`config.mk`:
```
export PLATFORM = sky130hd
export DESIGN_NAME = s_term_gen_flat
export DESIGN_NICKNAME = d
export VERILOG_FILES = /design/src/rtl/s_term_gen_if.sv /design/src/rtl/s_term_gen.sv /design/src/flat_wrapper.sv
export SDC_FILE = /design/constraint.sdc
export NUM_CORES = 1
export LEC_CHECK = 0
export CELL_PAD_IN_SITES_DETAIL_PLACEMENT = 1
export CELL_PAD_IN_SITES_GLOBAL_PLACEMENT = 2
export CORE_ASPECT_RATIO = 0.8
export CORE_UTILIZATION = 22
export CTS_CLUSTER_SIZE = 25
export DETAILED_ROUTE_END_ITERATION = 8
export PLACE_DENSITY = 0.88
export SYNTH_ARGS = -nofsm -noshare
export SYNTH_HDL_FRONTEND = slang
export SYNTH_HIERARCHICAL = 1
export SYNTH_SLANG_ARGS = --single-unit
```
`constraint.sdc`:
```
create_clock -name UserCLK -period 1.4 [get_ports UserCLK]
set_clock_uncertainty 0.1 [all_clocks]
set_input_delay 0.21 -clock UserCLK [delete_from_list [all_inputs] [get_ports UserCLK]]
set_output_delay 0.21 -clock UserCLK [all_outputs]
set_load 0.02 [all_outputs]
```
`src/rtl/s_term_gen_if.sv`:
```
// South-to-north wire bundle of the S-terminal tile.
// The master side drives the south wire ends; the slave (the tile) drives the north wire begins.
interface s_term_gen_if #(
   parameter int W1 = 4,
   parameter int W2 = 8,
   parameter int W4 = 16
);
   logic [W1-1:0] S1END;
   logic [W2-1:0] S2MID;
   logic [W2-1:0] S2END;
   logic [W4-1:0] S4END;
   logic [W4-1:0] SS4END;
   logic [W1-1:0] N1BEG;
   logic [W2-1:0] N2BEG;
   logic [W2-1:0] N2BEGb;
   logic [W4-1:0] N4BEG;
   logic [W4-1:0] NN4BEG;

   modport master (
      output S1END, S2MID, S2END, S4END, SS4END,
      input  N1BEG, N2BEG, N2BEGb, N4BEG, NN4BEG
   );

   modport slave (
      input  S1END, S2MID, S2END, S4END, SS4END,
      output N1BEG, N2BEG, N2BEGb, N4BEG, NN4BEG
   );
endinterface

```
`src/rtl/s_term_gen.sv`:
```
// S-terminal tile: loops south wire ends back north under a 10-bit mode register.
// The mode register is loaded from frame data on the rising edge of a selected frame strobe.
module s_term_gen_clkbuf (
   input  logic clk,
   output logic clk_buf
);
   // Behavioural model of the technology clock buffer cell: a pure wire with no logic.
   assign clk_buf = clk;
endmodule

module s_term_gen_loop #(
   parameter int W = 4
) (
   input  logic         clk,
   input  logic         rst,
   input  logic [1:0]   mode,
   input  logic [W-1:0] src,
   output logic [W-1:0] dst
);
   logic [W-1:0] src_q;

   // Always tracks the source, so switching to mode 11 never exposes stale data.
   always_ff @(posedge clk) begin
      if (rst) begin
         src_q <= '0;
      end else begin
         src_q <= src;
      end
   end

   always_comb begin
      dst = '0;
      case (mode)
         2'b01:   dst = src;
         2'b10:   dst = ~src;
         2'b11:   dst = src_q;
         default: dst = '0;
      endcase
   end
endmodule

module s_term_gen #(
   parameter int MaxFramesPerCol = 20,
   parameter int FrameBitsPerRow = 32,
   parameter int W1              = 4,
   parameter int W2              = 8,
   parameter int W4              = 16,
   parameter int STROBE_PIPE     = 0,
   parameter int CFG_FRAME       = 0
) (
   input  logic                       UserCLK,
   input  logic                       UserRST,
   output logic                       UserCLKo,
   input  logic [FrameBitsPerRow-1:0] FrameData,
   input  logic [MaxFramesPerCol-1:0] FrameStrobe,
   output logic [MaxFramesPerCol-1:0] FrameStrobe_O,
   s_term_gen_if.slave                wires,
   output logic                       CfgLoaded
);
   if (STROBE_PIPE < 0 || STROBE_PIPE > 3) begin : g_bad_pipe
      $error("s_term_gen: STROBE_PIPE must be within 0..3");
   end
   if (CFG_FRAME < 0 || CFG_FRAME >= MaxFramesPerCol) begin : g_bad_frame
      $error("s_term_gen: CFG_FRAME must be within 0..MaxFramesPerCol-1");
   end
   if (FrameBitsPerRow < 10) begin : g_bad_width
      $error("s_term_gen: FrameBitsPerRow must be at least 10");
   end

   s_term_gen_clkbuf u_clkbuf (
      .clk     (UserCLK),
      .clk_buf (UserCLKo)
   );

   logic [9:0] cfg;
   logic       strobe_q;
   logic       strobe_now;
   logic       capture;

   assign strobe_now = FrameStrobe[CFG_FRAME];
   assign capture    = strobe_now & ~strobe_q;

   // strobe_q resets high so a strobe already asserted at reset release is not a new edge.
   always_ff @(posedge UserCLK) begin
      if (UserRST) begin
         cfg       <= '0;
         CfgLoaded <= 1'b0;
         strobe_q  <= 1'b1;
      end else begin
         strobe_q <= strobe_now;
         if (capture) begin
            cfg       <= FrameData[9:0];
            CfgLoaded <= 1'b1;
         end
      end
   end

   if (FrameBitsPerRow > 10) begin : g_spare_data
      logic unused_frame_bits;
      assign unused_frame_bits = ^FrameData[FrameBitsPerRow-1:10];
   end

   if (STROBE_PIPE == 0) begin : g_strobe_direct
      assign FrameStrobe_O = FrameStrobe;
   end else begin : g_strobe_pipe
      logic [MaxFramesPerCol-1:0] stage [STROBE_PIPE];

      always_ff @(posedge UserCLK) begin
         if (UserRST) begin
            for (int i = 0; i < STROBE_PIPE; i++) begin
               stage[i] <= '0;
            end
         end else begin
            stage[0] <= FrameStrobe;
            for (int i = 1; i < STROBE_PIPE; i++) begin
               stage[i] <= stage[i-1];
            end
         end
      end

      assign FrameStrobe_O = stage[STROBE_PIPE-1];
   end

   s_term_gen_loop #(.W(W1)) u_g0 (
      .clk  (UserCLK),
      .rst  (UserRST),
      .mode (cfg[1:0]),
      .src  (wires.S1END),
      .dst  (wires.N1BEG)
   );

   s_term_gen_loop #(.W(W2)) u_g1 (
      .clk  (UserCLK),
      .rst  (UserRST),
      .mode (cfg[3:2]),
      .src  (wires.S2MID),
      .dst  (wires.N2BEG)
   );

   s_term_gen_loop #(.W(W2)) u_g2 (
      .clk  (UserCLK),
      .rst  (UserRST),
      .mode (cfg[5:4]),
      .src  (wires.S2END),
      .dst  (wires.N2BEGb)
   );

   s_term_gen_loop #(.W(W4)) u_g3 (
      .clk  (UserCLK),
      .rst  (UserRST),
      .mode (cfg[7:6]),
      .src  (wires.S4END),
      .dst  (wires.N4BEG)
   );

   s_term_gen_loop #(.W(W4)) u_g4 (
      .clk  (UserCLK),
      .rst  (UserRST),
      .mode (cfg[9:8]),
      .src  (wires.SS4END),
      .dst  (wires.NN4BEG)
   );
endmodule

```
`src/flat_wrapper.sv`:
```
// flat-port wrapper written by rule: the top's interface ports become plain ports
module s_term_gen_flat 
#(
   parameter int MaxFramesPerCol = 20,
   parameter int FrameBitsPerRow = 32,
   parameter int W1              = 4,
   parameter int W2              = 8,
   parameter int W4              = 16,
   parameter int STROBE_PIPE     = 0,
   parameter int CFG_FRAME       = 0
)
  (UserCLK, UserRST, UserCLKo, FrameData, FrameStrobe, FrameStrobe_O, CfgLoaded, wires_S1END, wires_S2MID, wires_S2END, wires_S4END, wires_SS4END, wires_N1BEG, wires_N2BEG, wires_N2BEGb, wires_N4BEG, wires_NN4BEG);
  s_term_gen_if #(.W1(W1), .W2(W2), .W4(W4)) wires_i ();
  input  logic UserCLK;
  input  logic UserRST;
  output logic UserCLKo;
  input  logic [FrameBitsPerRow-1:0] FrameData;
  input  logic [MaxFramesPerCol-1:0] FrameStrobe;
  output logic [MaxFramesPerCol-1:0] FrameStrobe_O;
  output logic CfgLoaded;
  input wire logic [$bits(wires_i.S1END)-1:0] wires_S1END;
  input wire logic [$bits(wires_i.S2MID)-1:0] wires_S2MID;
  input wire logic [$bits(wires_i.S2END)-1:0] wires_S2END;
  input wire logic [$bits(wires_i.S4END)-1:0] wires_S4END;
  input wire logic [$bits(wires_i.SS4END)-1:0] wires_SS4END;
  output wire logic [$bits(wires_i.N1BEG)-1:0] wires_N1BEG;
  output wire logic [$bits(wires_i.N2BEG)-1:0] wires_N2BEG;
  output wire logic [$bits(wires_i.N2BEGb)-1:0] wires_N2BEGb;
  output wire logic [$bits(wires_i.N4BEG)-1:0] wires_N4BEG;
  output wire logic [$bits(wires_i.NN4BEG)-1:0] wires_NN4BEG;
  assign wires_i.S1END = wires_S1END;
  assign wires_i.S2MID = wires_S2MID;
  assign wires_i.S2END = wires_S2END;
  assign wires_i.S4END = wires_S4END;
  assign wires_i.SS4END = wires_SS4END;
  assign wires_N1BEG = wires_i.N1BEG;
  assign wires_N2BEG = wires_i.N2BEG;
  assign wires_N2BEGb = wires_i.N2BEGb;
  assign wires_N4BEG = wires_i.N4BEG;
  assign wires_NN4BEG = wires_i.NN4BEG;
  s_term_gen #(.MaxFramesPerCol(MaxFramesPerCol), .FrameBitsPerRow(FrameBitsPerRow), .W1(W1), .W2(W2), .W4(W4), .STROBE_PIPE(STROBE_PIPE), .CFG_FRAME(CFG_FRAME)) u_core (.UserCLK(UserCLK), .UserRST(UserRST), .UserCLKo(UserCLKo), .FrameData(FrameData), .FrameStrobe(FrameStrobe), .FrameStrobe_O(FrameStrobe_O), .wires(wires_i), .CfgLoaded(CfgLoaded));
endmodule
```
# Yosys cells after proc, flatten, opt, wreduce, memory -nomap -nowiden
# Index checks and enable logic that the tools add are counted.
# totals
word_cells	35
reg_bits	64
out_inout_bits	74
# op_classes
n_eq_ne	15
mux	5
bitwise_logic	7
# op_table
cell	count
case mux 16 bit (3 select lines)	2
case mux 8 bit (3 select lines)	2
inverter 16 bit	2
== test 2 bit, second input constant	10
inverter 8 bit	2
case mux 4 bit (3 select lines)	1
== test 2 x 1 -> 1 bit, second input constant	5
inverter 4 bit	1
AND 1 bit	1
inverter 1 bit	1

# Logic depth before layout (Yosys ltp)
# depth
word_depth	2
mapped_depth	4
ltp_nobuf	2

# By module
# Netlist, hierarchy kept.
# modules_own_cells
module	cells_each	area_each_um2	instances	seq_area_each_um2
s_term_gen_loop at u_core.u_g3 ...	70	747.0	2	320.3
s_term_gen	70	733.2	1	240.2
s_term_gen_loop at u_core.u_g1 ...	34	364.1	2	160.2
s_term_gen_loop at u_core.u_g0	17	181.4	1	80.1
s_term_gen_clkbuf	1	7.5	1	0.0

==> metrics.txt <==
total inserted antenna cells 0; leakage power of the design 2.13 nW; final design area excluding fillers 0.00542 mm2; setup repair after global routing missed its margin true; synthesized area per cell 10.6 um2; Slew Limit Fails 0; Layout Area Growth over Synthesis 72.3%; hold-fix buffers at CTS 0; total via count in the routed design 2,738; arrival time at the worst endpoint 1.46 ns; CTS tree yes; commonest cells after routing, fill and taps aside 63 x clkdlybuf4s50_1, 61 x buf_6, 54 x dfxtp_1; worst path cell trace buf_12 -> nand2_8 -> o221a_1 -> buf_6; Syn Inst Count 296; Crit path largest cell delay 0.39 ns; antenna violations before repair 0; DR iter-0 viols 68; power density over the cells 1070 mW/mm2; sequential share of the synthesized area 0.407; Port Buffers 119; worst-case headroom to the max-slew limit 0.776; CORE AREA 0.0137 mm2; number of library cell types mapped by synthesis 16; Vias/cell 4.48; Worst VDD drop 0.768 mV; endpoint class of the critical path output pin; area post-placement 0.00452 mm2; Routed wire per std cell 16.6 um; sort of element at the start of the critical path flip-flop; run status finished, violations left; cell area after synthesis 0.00314 mm2; data required time at the worst endpoint 1.09 ns; Die Width 136 um; total chip power 5.81 mW; Max Fclk 566 MHz; GRT overflow 0; post-synth net total 402; Least-Margin Pin Slew 0.336 ns; combined global-route utilization of all metal layers 0.142; die outline height 109 um; crit path time final 1.77 ns; number of nets with antenna violations after detailed routing 0; final setup vio count 52; nets 532; pin count of the biggest net entering global routing 24; master of the slowest instance on the critical path dfxtp_4; Routability Congestion 0.687; most frequent standard cell in the layout excluding fill and tap cells clkdlybuf4s50_1; Worst Setup Slack, final -0.368 ns; hold violation count in the final report 0; count of yosys warnings during synthesis 6; wirelength, routed 10,100 um; kind of critical path flip-flop to output pin; clock latency at the later pin of the worst-skew pair 0.44 ns; share of final-layout standard cells stronger than drive strength 1 0.392; count of state elements after synthesis 64; DR DRC count 0; IO Pins 180; Die Outline Area 0.0148 mm2; wire length of the first global-routing pass 15,700 um; drt first pass iters 4; fin crit share 1.26; max-cap viol count 0; via count of the first global-routing pass 3,009; row count 38; clock transition time at the flip-flop clock pins of the worst setup and hold paths 0.06 ns; R2R setup slack 0.29 ns; failing checks negative setup slack; Hold Worst Slack 0.0469 ns; half-perimeter wire length after detailed placement 6730 um; initial core utilization 0.229; worst min-delay path category input pin to flip-flop; worst-path fanout max 8
final timing paths:
kind / start / to / cells after the start
hold / removal: UserRST / u_core/u_g1/src_q[0]$_SDFF_PP0_ / 2
hold reg to reg: u_core/CfgLoaded$_SDFFE_PP0P_ / u_core/CfgLoaded$_SDFFE_PP0P_ / 1
setup reg to reg: u_core/strobe_q$_SDFF_PP1_ / u_core/cfg[9]$_SDFFE_PP0P_ / 3
setup / recovery: u_core/cfg[8]$_SDFFE_PP0P_ / wires_NN4BEG[10] / 4
cells in the mapped netlist, drive strengths merged:
master / count / area share
nor2b: 53 / 0.11
nand2: 5 / 0.013
or2: 1 / 0.0020
dfxtp: 64 / 0.41
o21ai: 10 / 0.028
clkbuf: 2 / 0.0024
nand2b: 62 / 0.12
o21ba: 1 / 0.0032
buf: 36 / 0.091
o221a: 52 / 0.19
nand4bb: 10 / 0.036
cell families after synthesis:
group	share of synthesized area
buffers and inverters	0.0931
and+or+nand+nor	0.282
AOI/OAI and AO/OA	0.217
DFF	0.407
routing by layer:
| metal | share of wire | routed length, um | vias to the layer above | GRT usage |
|---|---|---|---|---|
| met5 | 0 | 0 | - | 0 |
| met3 | 0.089 | 905 | 23 | 0.0623 |
| met1 | 0.41 | 4170 | 1305 | 0.158 |
| met4 | 0.021 | 211 | 0 | 0.0706 |
| met2 | 0.48 | 4850 | 90 | 0.232 |
| li1 | - | - | 1320 | - |
through the flow:
step	util	instances	TNS, ns	worst slack [ns]
after floorplan	-	296	0	0.126
after global placement	0.329	583	-23.65	-0.500
after detailed placement	0.329	583	-24.81	-0.498
after CTS	0.380	610	-16.04	-0.382
after global routing	0.394	611	-17.63	-0.408
final	0.394	611	-14.74	-0.368
registers in the layout, indices dropped and copies added, names as in the netlist:
register,count
u_core/u_g0/src_q,4
u_core/u_g4/src_q,16
u_core/CfgLoaded,1
u_core/strobe_q,1
u_core/cfg,10
u_core/u_g1/src_q,8
u_core/u_g3/src_q,16
u_core/u_g2/src_q,8
area by class of cell:
| cell class | instances | area [um2] |
|---|---|---|
| Sequential cell | 64 | 1320 |
| Tap cell | 180 | 225 |
| Clock inverter | 4 | 27.5 |
| Clock buffer | 16 | 353 |
| Timing Repair Buffer | 152 | 1620 |
| Multi-Input combinational cell | 195 | 1880 |
| Fill cell | 1468 | 8320 |
power by group:
group	switching [mW]	leakage [nW]	total [mW]	internal, mW
clock	0.945	0.180	2.70	1.76
combinational	0.478	1.41	1.15	0.670
sequential	0.0548	0.539	1.96	1.91
total	1.48	2.13	5.81	4.33
critical path, delay by kind of cell, from the launching register on:
| kind | cells | cell delay (ns) |
|---|---|---|
| buffers and inverters | 2 | 0.29 |
| DFF | 1 | 0.39 |
| and+or+nand+nor | 1 | 0.08 |
| AOI/OAI and AO/OA | 1 | 0.25 |
repair_timing:
action | 4_1_cts | 5_1_grt
setup endpoints to repair | 55 | 52
gates cloned | 3 | 1
pin swaps | 14 | 15
buffers inserted | 5 | 1
resized for setup | 352 | 38
No activity file was read; power rests on OpenSTA's default activity.
==> patch: new RTL, same flow settings <==
Make the reset (`UserRST` and `rst`) asynchronous in 3 clocked blocks.
--- a/src/rtl/s_term_gen.sv
+++ b/src/rtl/s_term_gen.sv
@@ -20,7 +20,7 @@
    logic [W-1:0] src_q;
 
    // Always tracks the source, so switching to mode 11 never exposes stale data.
-   always_ff @(posedge clk) begin
+   always_ff @(posedge clk or posedge rst) begin
       if (rst) begin
          src_q <= '0;
       end else begin
@@ -81,7 +81,7 @@
    assign capture    = strobe_now & ~strobe_q;
 
    // strobe_q resets high so a strobe already asserted at reset release is not a new edge.
-   always_ff @(posedge UserCLK) begin
+   always_ff @(posedge UserCLK or posedge UserRST) begin
       if (UserRST) begin
          cfg       <= '0;
          CfgLoaded <= 1'b0;
@@ -105,7 +105,7 @@
    end else begin : g_strobe_pipe
       logic [MaxFramesPerCol-1:0] stage [STROBE_PIPE];
 
-      always_ff @(posedge UserCLK) begin
+      always_ff @(posedge UserCLK or posedge UserRST) begin
          if (UserRST) begin
             for (int i = 0; i < STROBE_PIPE; i++) begin
                stage[i] <= '0;
Function: differs if UserRST is asserted again (counterexample within 4 cycles, from zero or initial values and one cycle with UserRST high); with UserRST held inactive, the same outputs for 10 cycles.
==> patch against the unedited design <==
- the flow still finishes with violations (negative setup slack)
- final cell count is 13% lower
- final area decreased by 10%
- setup slack lost 64 ps
- total power rose by 20%
- area after synthesis shrank 4.7%
- wire length down 11%
- hold slack improved by 23 ps
- critical path depth is the same
- sequential cell count unchanged
- clock power rose by 3%
- utilization fell by 2.1 points
- synthesized cell count is 25% lower
- critical endpoint is now wires_NN4BEG[11]
- largest cell class is now sequential cells
==> patch: results <==
{
  "synth_cell_types": 15,
  "grtUsageTotal": 0.135,
  "critPathTopFamily": "flip-flops",
  "r2r-start": "u_core/strobe_q$_DFF_PP1_",
  "drive_gt1_frac": 0.369,
  "violations": "negative setup slack",
  "synth_top_flop_cell": "dfrtp_1",
  "ys_warn_count": 6,
  "dr.pass1.iters": 4,
  "nets": 459,
  "crit_fanout": 6,
  "post-place-ws_ps": -599,
  "portBuffers": 119,
  "crit_start": "u_core/cfg[8]$_DFFE_PP0P_",
  "dpl_cell_area_sq_mm": 0.00443,
  "antenna_found_initial": 0,
  "synth-async-reset-ratio": 1.00,
  "slowest_delay_ps": 450,
  "grt_pass1_wl_microns": 14400,
  "power.leakage_uw": 0.00207,
  "synth_cells": 223,
  "vias": 2300,
  "yosys-top-cells-area": "dfrtp_1 53%, o221a_1 18%, nand2b_1 9.8%, buf_4 5.8%, mux2_4 4.5%",
  "crit_arrival_ps": 1520,
  "grt_pass1_vias": 2661,
  "antenna-diode-count": 0,
  "tightest_slew_ps": 340,
  "routedWlPerCell_microns": 17.0,
  "status": "complete, but fails checks",
  "path_clk_slew_ps": 50,
  "gp_congestion": 0.752,
  "insertion_delay_ps": 430,
  "dp.cells": 511,
  "postLayoutSetupSlackWorst_ps": -433,
  "wl_microns": 9050,
  "synth_commonest_cells": "63 x dfrtp_1, 47 x nand2b_1, 47 x o221a_1, 23 x buf_4, 9 x mux2_4",
  "hp-class": "input pin to async pin",
  "grt_max_degree": 17,
  "fin_setup_tns_ps": -18720,
  "reg.largest.list": "u_core/u_g3/src_q x16, u_core/u_g4/src_q x16, u_core/cfg x10",
  "dp_hpwl_microns": 6610,
  "drt_iter0_drc": 59,
  "setup_violations": 52,
  "yosysSeqAreaShare": 0.535,
  "swShare": 0.280,
  "crit_slowest_cell": "dfrtp_2",
  "synth_nets": 329,
  "ir_drop_uv": 1060
}
-- patch: changes by cell type in the layout (fill, tap and decap cells not counted), moves of 7 or more --
cell       unedited run  this run
buf_2                 1        13
dfrtp_1               0        56
nand4bb_1            10         0
o21ai_2              10         0
nor2b_1              52         0
o221a_1              39        47
mux2_4                0        13
buf_6                61        46
dfxtp_4               9         0
o221a_4              12         0
dfrtp_2               0         7
dfxtp_1              54         0
nand2b_4             20         2
-- patch: final timing paths --
check / endpoint / slack [ps] / depth (start not counted)
setup / recovery: wires_NN4BEG[11] / -430 / 4
hold / removal: u_core/cfg[9]$_DFFE_PP0P_ / 70 / 2
setup reg to reg: u_core/cfg[2]$_DFFE_PP0P_ / 160 / 3
hold reg to reg: u_core/CfgLoaded$_DFFE_PP0P_ / 430 / 1
max in group asynchronous: u_core/cfg[4]$_DFFE_PP0P_ / 750 / 3
min in group UserCLK: u_core/u_g0/src_q[3]$_DFF_PP0_ / 160 / 1
-- patch: power by group through the flow --
stage | Clock (uW) | Combinational [uW] | Sequential, uW
final | 2790 | 2140 | 2070
after CTS | 2880 | 2050 | 2070
after detailed placement | 95.9 | 2090 | 2090
after floorplan | 83.5 | 1130 | 2060
after global routing | 2970 | 2270 | 2090
after global placement | 95.9 | 2040 | 2080
-- patch: cell families (layout without fill, tap and decap cells) --
group / count (synthesis) / count (layout) / share of synthesized area
mux: 15 / 15 / 0.0676
simple gates: 54 / 54 / 0.115
flops: 64 / 64 / 0.535
buf+inv: 38 / 173 / 0.0935
compound gates: 52 / 52 / 0.189
-- patch: worst reg2reg max path: stages, from the launching register on --
cell	delay, ps
dfstp_2	540
nor2b_4	60
buf_12	130
mux2_4	290
-- patch: through the flow --
stage / hold WS (ps) / util
finish: 70.2 / 0.374
detailed placement: 320 / 0.340
CTS: 101 / 0.365
floorplan: -124 / -
global route: 139 / 0.374
global placement: 320 / 0.340
-- patch: area by class of cell --
cell class                 instances  area, sq um
sequential                        64         1610
timing repair buffer             147         1490
inverter                           6         22.5
multi-input combinational        121         1150
tap                              175          219
fill                            1382         8180
clock inverter                     3         40.0
clock buffer                      17          347
-- patch: layer usage --
| metal | global-route usage | part of all wire | vias to the layer above | wire [microns] |
|---|---|---|---|---|
| li1 | - | - | 1063 | - |
| met1 | 0.157 | 0.43 | 1159 | 3870 |
| met2 | 0.227 | 0.52 | 63 | 4680 |
| met3 | 0.0420 | 0.038 | 15 | 348 |
| met4 | 0.0624 | 0.017 | 0 | 150 |
| met5 | 0 | 0 | - | 0 |
-- patch: repair_timing --
action / in CTS / in global routing
hold buffers: 0 / 0
pin swaps: 11 / 9
endpoints found under the setup margin: 55 / 52
gates resized for setup: 279 / 41
buffers inserted: 1 / 1
gates cloned: 1 / 0
